<file path="config.mk">
export PLATFORM = sky130hd
export DESIGN_NAME = mmio_ctrl_flat
export DESIGN_NICKNAME = d
export VERILOG_FILES = /design/src/rtl/mmio_ctrl_if.sv /design/src/rtl/mmio_ctrl.sv /design/src/flat_wrapper.sv
export SDC_FILE = /design/constraint.sdc
export NUM_CORES = 1
export LEC_CHECK = 0
export ABC_AREA = 1
export CELL_PAD_IN_SITES_DETAIL_PLACEMENT = 0
export CELL_PAD_IN_SITES_GLOBAL_PLACEMENT = 1
export CORE_MARGIN = 3
export CORE_UTILIZATION = 30
export DETAILED_ROUTE_END_ITERATION = 16
export HOLD_SLACK_MARGIN = 0.1
export PLACE_DENSITY_LB_ADDON = 0.1
export SYNTH_ARGS = -nofsm -noshare
export SYNTH_HDL_FRONTEND = slang
export SYNTH_SLANG_ARGS = --single-unit
</file>
<file path="constraint.sdc">
create_clock -name clk -period 1.6 [get_ports clk]
set_input_delay 0.24 -clock clk [delete_from_list [all_inputs] [get_ports clk]]
set_output_delay 0.24 -clock clk [all_outputs]
set_load 0.01 [all_outputs]
</file>
<file path="src/rtl/mmio_ctrl_if.sv">
// -----------------------------------------------------------------------------
// mmio_ctrl_if
// CPU data-port bundle between the CPU and the memory-mapped I/O controller.
//
//   addr        CPU data address                  (CPU -> controller)
//   wdata       CPU store data                    (CPU -> controller)
//   we          store strobe, held while stall=1  (CPU -> controller)
//   re          load strobe, held while stall=1   (CPU -> controller)
//   rdata       registered load result            (controller -> CPU)
//   rdata_valid one-cycle pulse, rdata valid      (controller -> CPU)
//   stall       CPU must hold request and pipeline (controller -> CPU)
//
// Modports: master = CPU side, slave = controller side.
// -----------------------------------------------------------------------------
interface mmio_ctrl_if;
   logic [15:0] addr;
   logic [15:0] wdata;
   logic        we;
   logic        re;
   logic [15:0] rdata;
   logic        rdata_valid;
   logic        stall;

   modport master (
      output addr, wdata, we, re,
      input  rdata, rdata_valid, stall
   );

   modport slave (
      input  addr, wdata, we, re,
      output rdata, rdata_valid, stall
   );
endinterface

</file>
<file path="src/rtl/mmio_ctrl.sv">
// -----------------------------------------------------------------------------
// mmio_ctrl
// Memory-mapped I/O controller between the CPU data port and the SPART serial
// interface plus board LEDs/switches. Out of reset it writes BAUD_DIV into the
// SPART divisor registers, then decodes CPU loads/stores in 0xC000-0xC007:
//   0xC000 LEDR (W)            0xC001 SW (R)
//   0xC004 SPART data (W/R)    0xC005 SPART status (R)
//   0xC006 divisor low (W)     0xC007 divisor high (W)
// Unmapped stores are ignored; unmapped loads return 0x0000.
//
// Ports:
//   clk, rst_n   system clock, asynchronous active-low reset
//   cpu          CPU data port (mmio_ctrl_if.slave)
//   iocs_n       SPART chip select, active-low
//   iorw_n       SPART direction, 1 = read, 0 = write
//   ioaddr       SPART register: 0 data, 1 status, 2 div low, 3 div high
//   io_wdata     byte to SPART
//   io_rdata     byte from SPART (valid while iocs_n=0, iorw_n=1)
//   tx_q_full    SPART TX queue full
//   rx_q_empty   SPART RX queue empty
//   sw           board switches
//   ledr         board LEDs
// -----------------------------------------------------------------------------
module mmio_ctrl #(
   parameter logic [15:0] BAUD_DIV = 16'd324
) (
   input  logic       clk,
   input  logic       rst_n,
   mmio_ctrl_if.slave cpu,
   output logic       iocs_n,
   output logic       iorw_n,
   output logic [1:0] ioaddr,
   output logic [7:0] io_wdata,
   input  logic [7:0] io_rdata,
   input  logic       tx_q_full,
   input  logic       rx_q_empty,
   input  logic [9:0] sw,
   output logic [9:0] ledr
);

   localparam logic [15:0] ADDR_LEDR   = 16'hC000;
   localparam logic [15:0] ADDR_SW     = 16'hC001;
   localparam logic [15:0] ADDR_DATA   = 16'hC004;
   localparam logic [15:0] ADDR_STATUS = 16'hC005;
   localparam logic [15:0] ADDR_DIV_LO = 16'hC006;
   localparam logic [15:0] ADDR_DIV_HI = 16'hC007;

   typedef enum logic [2:0] {
      S_INIT_LO,
      S_INIT_HI,
      S_IDLE,
      S_WAIT_TX,
      S_BUS,
      S_RD
   } state_t;

   // Where the RD cycle takes its result from.
   typedef enum logic [1:0] {
      SRC_ZERO,
      SRC_SW,
      SRC_SPART
   } rd_src_t;

   state_t  state;
   rd_src_t rd_src;

   // Store decode: SPART-bound stores and their register index.
   logic       wr_spart;
   logic [1:0] wr_ioaddr;
   // Load decode: result source, whether the SPART is strobed, and where.
   rd_src_t    rd_src_next;
   logic       rd_strobe;
   logic [1:0] rd_ioaddr;

   // Store data above the LED width is never consumed.
   logic unused_wdata_hi;
   assign unused_wdata_hi = ^cpu.wdata[15:10];

   always_comb begin
      // NOTE: every output of this block gets a default before the case, so no
      // path leaves one unassigned and no latch is inferred.
      wr_spart    = 1'b0;
      wr_ioaddr   = 2'd0;
      rd_src_next = SRC_ZERO;
      rd_strobe   = 1'b0;
      rd_ioaddr   = 2'd0;
      case (cpu.addr)
         ADDR_SW: rd_src_next = SRC_SW;
         ADDR_DATA: begin
            wr_spart = 1'b1;
            // An empty RX queue is never popped; the load simply returns zero.
            if (!rx_q_empty) begin
               rd_src_next = SRC_SPART;
               rd_strobe   = 1'b1;
            end
         end
         ADDR_STATUS: begin
            rd_src_next = SRC_SPART;
            rd_strobe   = 1'b1;
            rd_ioaddr   = 2'd1;
         end
         ADDR_DIV_LO: begin
            wr_spart  = 1'b1;
            wr_ioaddr = 2'd2;
         end
         ADDR_DIV_HI: begin
            wr_spart  = 1'b1;
            wr_ioaddr = 2'd3;
         end
         default: ;
      endcase
   end

   // All bus and CPU-facing outputs are registered here; each state sets up
   // what the following cycle presents.
   // NOTE: sequential state uses non-blocking assignments only, so every
   // register samples pre-edge values regardless of statement order.
   always_ff @(posedge clk or negedge rst_n) begin
      if (!rst_n) begin
         state           <= S_INIT_LO;
         rd_src          <= SRC_ZERO;
         iocs_n          <= 1'b1;
         iorw_n          <= 1'b1;
         ioaddr          <= 2'd0;
         io_wdata        <= 8'd0;
         ledr            <= 10'd0;
         cpu.rdata       <= 16'd0;
         cpu.rdata_valid <= 1'b0;
         cpu.stall       <= 1'b1;
      end else begin
         cpu.rdata_valid <= 1'b0;
         case (state)
            S_INIT_LO: begin
               iocs_n   <= 1'b0;
               iorw_n   <= 1'b0;
               ioaddr   <= 2'd2;
               io_wdata <= BAUD_DIV[7:0];
               state    <= S_INIT_HI;
            end
            S_INIT_HI: begin
               iocs_n   <= 1'b0;
               iorw_n   <= 1'b0;
               ioaddr   <= 2'd3;
               io_wdata <= BAUD_DIV[15:8];
               state    <= S_IDLE;
            end
            S_IDLE: begin
               iocs_n    <= 1'b1;
               iorw_n    <= 1'b1;
               cpu.stall <= 1'b0;
               // stall is still high in the first IDLE cycle after init, while
               // the divisor-high write is on the bus; requests wait for it.
               if (!cpu.stall) begin
                  if (cpu.we) begin
                     if (cpu.addr == ADDR_LEDR) begin
                        ledr <= cpu.wdata[9:0];
                     end else if (wr_spart) begin
                        ioaddr   <= wr_ioaddr;
                        io_wdata <= cpu.wdata[7:0];
                        if (cpu.addr == ADDR_DATA && tx_q_full) begin
                           cpu.stall <= 1'b1;
                           state     <= S_WAIT_TX;
                        end else begin
                           iocs_n <= 1'b0;
                           iorw_n <= 1'b0;
                           state  <= S_BUS;
                        end
                     end
                  end else if (cpu.re) begin
                     cpu.stall <= 1'b1;
                     rd_src    <= rd_src_next;
                     iocs_n    <= ~rd_strobe;
                     if (rd_strobe) ioaddr <= rd_ioaddr;
                     state     <= S_RD;
                  end
               end
            end
            S_WAIT_TX: begin
               if (!tx_q_full) begin
                  iocs_n <= 1'b0;
                  iorw_n <= 1'b0;
                  state  <= S_BUS;
               end
            end
            S_BUS: begin
               iocs_n    <= 1'b1;
               iorw_n    <= 1'b1;
               cpu.stall <= 1'b0;
               state     <= S_IDLE;
            end
            S_RD: begin
               case (rd_src)
                  SRC_SW:    cpu.rdata <= {6'd0, sw};
                  SRC_SPART: cpu.rdata <= {8'd0, io_rdata};
                  default:   cpu.rdata <= 16'd0;
               endcase
               cpu.rdata_valid <= 1'b1;
               iocs_n          <= 1'b1;
               cpu.stall       <= 1'b0;
               state           <= S_IDLE;
            end
            default: state <= S_INIT_LO;
         endcase
      end
   end

endmodule

</file>
<file path="src/flat_wrapper.sv">
// flat-port wrapper written by rule: the top's interface ports become plain ports
module mmio_ctrl_flat 
#(
   parameter logic [15:0] BAUD_DIV = 16'd324
)
  (clk, rst_n, iocs_n, iorw_n, ioaddr, io_wdata, io_rdata, tx_q_full, rx_q_empty, sw, ledr, cpu_addr, cpu_wdata, cpu_we, cpu_re, cpu_rdata, cpu_rdata_valid, cpu_stall);
  mmio_ctrl_if cpu_i ();
  input  logic clk;
  input  logic rst_n;
  output logic iocs_n;
  output logic iorw_n;
  output logic [1:0] ioaddr;
  output logic [7:0] io_wdata;
  input  logic [7:0] io_rdata;
  input  logic tx_q_full;
  input  logic rx_q_empty;
  input  logic [9:0] sw;
  output logic [9:0] ledr;
  input wire logic [$bits(cpu_i.addr)-1:0] cpu_addr;
  input wire logic [$bits(cpu_i.wdata)-1:0] cpu_wdata;
  input wire logic [$bits(cpu_i.we)-1:0] cpu_we;
  input wire logic [$bits(cpu_i.re)-1:0] cpu_re;
  output wire logic [$bits(cpu_i.rdata)-1:0] cpu_rdata;
  output wire logic [$bits(cpu_i.rdata_valid)-1:0] cpu_rdata_valid;
  output wire logic [$bits(cpu_i.stall)-1:0] cpu_stall;
  assign cpu_i.addr = cpu_addr;
  assign cpu_i.wdata = cpu_wdata;
  assign cpu_i.we = cpu_we;
  assign cpu_i.re = cpu_re;
  assign cpu_rdata = cpu_i.rdata;
  assign cpu_rdata_valid = cpu_i.rdata_valid;
  assign cpu_stall = cpu_i.stall;
  mmio_ctrl #(.BAUD_DIV(BAUD_DIV)) u_core (.clk(clk), .rst_n(rst_n), .cpu(cpu_i), .iocs_n(iocs_n), .iorw_n(iorw_n), .ioaddr(ioaddr), .io_wdata(io_wdata), .io_rdata(io_rdata), .tx_q_full(tx_q_full), .rx_q_empty(rx_q_empty), .sw(sw), .ledr(ledr));
endmodule
</file>
# After elaboration in Yosys (flattened, before gate mapping)
# Index checks and enable logic that the tools add are counted.
[totals] wordCells=98 register_bits=45
[classes] n_bitwise=3 eq_ne=22 n_mux=46 n_reduce_logical=17
[ops] op="16-bit equality test (second input constant)" n=6
[ops] op="8-bit two-way mux" n=4
[ops] op="8-bit one-hot mux with 3 select lines" n=1
[ops] op="3-bit two-way mux" n=7
[ops] op="10-bit one-hot mux with 2 select lines" n=1
[ops] op="1-bit two-way mux" n=18
[ops] op="2-bit two-way mux" n=7
[ops] op="2-bit one-hot mux with 3 select lines" n=2
[ops] op="3-bit one-hot mux with 4 select lines" n=1
[ops] op="5-bit AND reduction" n=2
[ops] op="2-bit != test (second input constant)" n=4
[ops] op="1-bit one-hot mux with 4 select lines" n=2
[ops] op="4-bit AND reduction" n=2
[ops] op="4-bit nonzero test" n=2
[ops] op="3-bit by 2-bit equality test with 1-bit output (second input constant)" n=2
[ops] op="3-bit equality test (second input constant)" n=2
[ops] op="3-bit by 2-bit != test with 1-bit output (second input constant)" n=2
[ops] op="3-bit != test (second input constant)" n=2
[ops] op="6-bit AND reduction" n=1
[ops] op="3-bit OR reduction" n=2
[ops] op="1-bit one-hot mux with 2 select lines" n=2
[ops] op="2-bit one-hot mux with 2 select lines" n=1
[ops] op="2-bit AND reduction" n=2
[ops] op="2-bit OR reduction" n=2
[ops] op="other kinds (9)" n=11

# Logic depth before layout (Yosys ltp)
[logic_depth] word_depth=8 depth_mapped=10

# Worst setup path before layout
# OpenSTA, ideal clock, no wires.
[synth_path] path_kind="flip-flop to flip-flop" from="reg u_core.state[2]" to="reg u_core.io_wdata[0]" n_path_buf=1 arrival_time_ps=1278 t_required_ps=1526 slack_ps=248 stages_incl_launch_ff=9 period_less_slack_ps=1352 setup_ps=74 path_cell_list="dfrtp_1 > nor2_4 > nand2_4 > inv_4 > nand3_2 > nand3b_4 > buf_6 > nand2_2 > o21ai_2"
[synth_via] elab_chain_len=3
[synth_lines] item="start, declared" line="mmio_ctrl.sv:64" text="state_t state;"
[synth_lines] item="start signal, assigned" line="mmio_ctrl.sv:120" text="state <= S_INIT_LO;"
[synth_lines] item="start signal, assigned" line="mmio_ctrl.sv:138" text="state <= S_INIT_HI;"
[synth_lines] item="start signal, assigned" line="mmio_ctrl.sv:145" text="state <= S_IDLE;"
[synth_lines] item="3-bit by 2-bit equality test with 1-bit output, or another cell as far along" line="mmio_ctrl.sv:132" text="case (state)"
[synth_lines] item="2-bit by 1-bit != test with 1-bit output (no source line), or another cell as far along"
[synth_lines] item="5-bit AND reduction (no source line)"
[synth_lines] item="end signal, assigned" line="mmio_ctrl.sv:137" text="io_wdata <= BAUD_DIV[7:0];"
[synth_lines] item="end signal, assigned" line="mmio_ctrl.sv:144" text="io_wdata <= BAUD_DIV[15:8];"
[synth_lines] item="end signal, assigned" line="mmio_ctrl.sv:159" text="io_wdata <= cpu.wdata[7:0];"
[synth_lines] item="end, declared" line="mmio_ctrl.sv:33" text="output logic [7:0] io_wdata,"
# Several ways; a longest one is shown, not always the timed one.
# A chain may end at the register's enable or synchronous reset.

# Worst setup path after layout
[layout_path] from="reg u_core.state[0]" to="reg u_core.iocs_n"
[layout_via] elab_chain_len=4
[layout_lines] item="3-bit equality test, or another cell as far along" line="mmio_ctrl.sv:132"
[layout_lines] item="2-bit OR reduction (no source line)"
[layout_lines] item="4-bit nonzero test (no source line)"
[layout_lines] item="2-bit AND reduction (no source line)"
[layout_lines] item="end signal, assigned" line="mmio_ctrl.sv:172" text="iocs_n <= ~rd_strobe;"
[layout_lines] item="end, declared" line="mmio_ctrl.sv:30" text="output logic iocs_n,"
# Several ways; a longest one is shown, not always the timed one.

==> impl_metrics.py <==
metrics = {
    "floorplanning": {
        "die_h_um": 91.1,
        "dieArea_um2": 8300,
        "rows": 30,
        "fp.dieW_um": 91.1,
        "start_util": 0.315,
        "core_um2": 6910,
        "pin_count": 96,
    },
    "timing": {
        "timing.final.max_slew_violations": 0,
        "period_needed_ns": 1.48,
        "setup_viol": 0,
        "grt_setup_unrepaired": "true",
        "fmax_mhz": 675,
        "timing.final.ws_setup_ns": 0.119,
        "period_share": 0.926,
        "hold_viol": 0,
        "skew_ns": 0.00366,
    },
    "grt": {
        "grt_use_total": 0.133,
        "grt_pass1_vias": 1958,
        "grt_max_degree": 25,
        "overflow": 0,
        "grt_antenna_before_repair": 0,
        "grt_pass1_wl_mm": 9.13,
    },
    "drt": {
        "routed-via-count": 2084,
        "wl_mm": 5.56,
        "vias_per_cell": 4.44,
        "wl_per_cell_um": 11.9,
        "first_iter_violations": 64,
        "drcViolationCount": 0,
        "first_pass_iters": 4,
        "antenna_left": 0,
    },
    "layout": {
        "final_common_cell": "clkdlybuf4s50_1",
        "stdcell_count": 469,
        "drive_gt1_frac": 0.166,
        "nNetsFinal": 430,
        "syn2layout_area_growth_pct": 54.2,
        "multi_input_area_um2": 1040,
        "fillers": 725,
        "ff_latch_area_um2": 981,
        "final_cell_mix": "79 x clkdlybuf4s50_1, 62 x nand2_1, 35 x dfrtp_1",
        "antennaDiodeCount": 0,
    },
    "yosys": {
        "avgSynthCellArea_um2": 8.17,
        "netlist_area_um2": 2170,
        "ys_seq_area_frac": 0.451,
        "yosys_register_bits": 39,
        "ys_warn_count": 0,
        "synth_cell_types": 33,
        "synth_cells": 266,
    },
    "job": {
        "cap_violations": 0,
    },
    "critical_path": {
        "cpMaxStageDelayCell": "dfrtp_2",
        "path_cells": "nor2_4 -> nand2_4 -> inv_4 -> nand3_2 -> buf_4 -> nand2_1 -> nand2_1 -> nand3_1",
        "crit_type": "reg -> reg",
        "critPathBufInv": 2,
        "critPathTopFamily": "simple AND/OR/NAND/NOR gates",
        "critPathMostFrequentCell": "nand2_1",
        "timing.critical_path.fanout_max": 9,
        "endpoint_kind": "flip-flop",
        "start_kind": "flip-flop",
        "cp.required_ns": 1.82,
        "arrival_ns": 1.71,
        "max_stage_delay_ns": 0.45,
    },
    "clocking": {
        "cts_inserted_buffers": 5,
        "cts_tree": "yes",
        "clock-root-buffer": "clkbuf_8",
        "clkTransAtPathRegs_ns": 0.08,
        "cts_num_sinks": 39,
        "clk_path_buf_depth": 2,
        "ctsHtreeMaxLevel": 2,
        "insertion_delay_ns": 0.28,
    },
    "placed_design": {
        "place.gp.congestion": 0.781,
        "place_ws_ns": -0.244,
        "dp.cells": 458,
        "post-dp-hpwl_mm": 4.34,
        "numPortBuffers": 83,
    },
    "power_and_ir_drop": {
        "p_per_area_nw_per_um2": 1340,
        "cellLeakagePower_nw": 1.58,
        "vdd_drop_max_v": 0.000465,
    },
    "worst_hold_path": {
        "min_path_type": "in -> async",
    },
    "outcome": {
        "status": "complete, no violations",
    },
}
-- area by class of cell --
| class | instances | area share |
|---|---|---|
| Multi-Input combinational cell | 189 | 0.309 |
| Timing Repair Buffer | 107 | 0.304 |
| Sequential cell | 39 | 0.293 |
| Tap cell | 96 | 0.0358 |
| Inverter | 30 | 0.0344 |
| Clock buffer | 7 | 0.0228 |
| Clock inverter | 1 | 0.00149 |
-- layer usage --
layer  wire length (um)  track usage
met5                  0            0
met4                 80       0.0427
met3                393       0.0356
met2               2500        0.209
met1               2590        0.178
-- final timing paths --
| kind | startpoint | end | slack [ns] | cells after the start |
|---|---|---|---|---|
| setup reg to reg | u_core.state[0]$_DFFE_PN0P_ | u_core.iocs_n$_DFFE_PN1P_ | 0.12 | 8 |
| setup / recovery | u_core.state[0]$_DFFE_PN0P_ | u_core.iocs_n$_DFFE_PN1P_ | 0.12 | 8 |
| hold / removal | rst_n | u_core.cpu.rdata_valid$_DFF_PN0_ | 0.41 | 2 |
| max in group asynchronous | rst_n | u_core.iorw_n$_DFFE_PN1P_ | 0.65 | 3 |
| hold reg to reg | u_core.io_wdata[7]$_DFFE_PN0P_ | u_core.io_wdata[7]$_DFFE_PN0P_ | 0.48 | 2 |
| min in group clk | u_core.io_wdata[7]$_DFFE_PN0P_ | u_core.io_wdata[7]$_DFFE_PN0P_ | 0.48 | 2 |
-- synth_stat cells --
master,instances,share of area
nor2_8,1,0.0092
nand4_1,7,0.020
buf_4,6,0.021
dfrtp_1,36,0.41
nor2_2,1,0.0029
mux2_2,1,0.0052
buf_2,3,0.0069
nand2_2,4,0.012
nand3_2,3,0.014
nand3_1,22,0.051
nand2_1,62,0.11
a22o_1,8,0.032
nor2_4,4,0.021
nand2_4,1,0.0052
o21ai_1,10,0.023
conb_1,1,0.0017
nor2_1,19,0.033
clkbuf_1,2,0.0035
or2_1,1,0.0029
ha_1,2,0.012
o21ai_2,8,0.032
a21oi_1,2,0.0046
nand3b_4,1,0.0092
nand3b_1,2,0.0069
nor3_1,1,0.0023
buf_1,2,0.0035
buf_6,1,0.0052
inv_1,26,0.045
o21ai_0,22,0.051
inv_2,1,0.0017
clkinv_1,2,0.0035
dfstp_2,3,0.036
inv_4,1,0.0029
-- power breakdown --
part	internal, mW	total [mW]	switching, mW
Sequential	1.33	1.51	0.186
Combinational	1.11	2.33	1.22
Clock	0.306	0.640	0.334
Total	2.74	4.48	1.74
-- state kept, by name (all words and copies together) (netlist names), 2 cells and up --
| signal | count |
|---|---|
| u_core.ledr | 10 |
| u_core.io_wdata | 8 |
| u_core.rd_src | 2 |
| u_core.state | 3 |
| u_core.ioaddr | 2 |
| u_core.cpu.rdata | 10 |
-- timing repair --
action                                 4_1_cts  5_1_grt
gates cloned                                 0        1
setup endpoints to repair                    3       18
buffers inserted                             0        1
resized for setup                            3        3
hold buffers                                 1        0
endpoints found under the hold margin       13        0
pin swaps                                    0        2
-- cells by family (layout without fill, tap and decap cells) --
group	Yosys count	in the layout	synth area share
and+or+nand+nor	129	130	0.295
buffers and inverters	44	145	0.0927
AOI/OAI and AO/OA	50	50	0.143
other	1	6	0.00173
DFF	39	39	0.451
adders and majority gates	2	2	0.0115
muxes	1	1	0.00518
-- through the flow --
step	TNS, ns	power [mW]	hold WS (ns)	instance area, um2	utilization
2_1_floorplan	0	2.79	-0.0556	2190	-
3_3_place_gp	-3.77	3.79	0.182	3230	0.468
3_5_place_dp	-4.19	3.81	0.188	3230	0.468
4_1_cts	0	4.45	0.416	3320	0.480
5_1_grt	-0.0193	4.87	0.431	3350	0.485
6_report	0	4.48	0.407	3350	0.485
No activity file was read; power rests on OpenSTA's default activity.
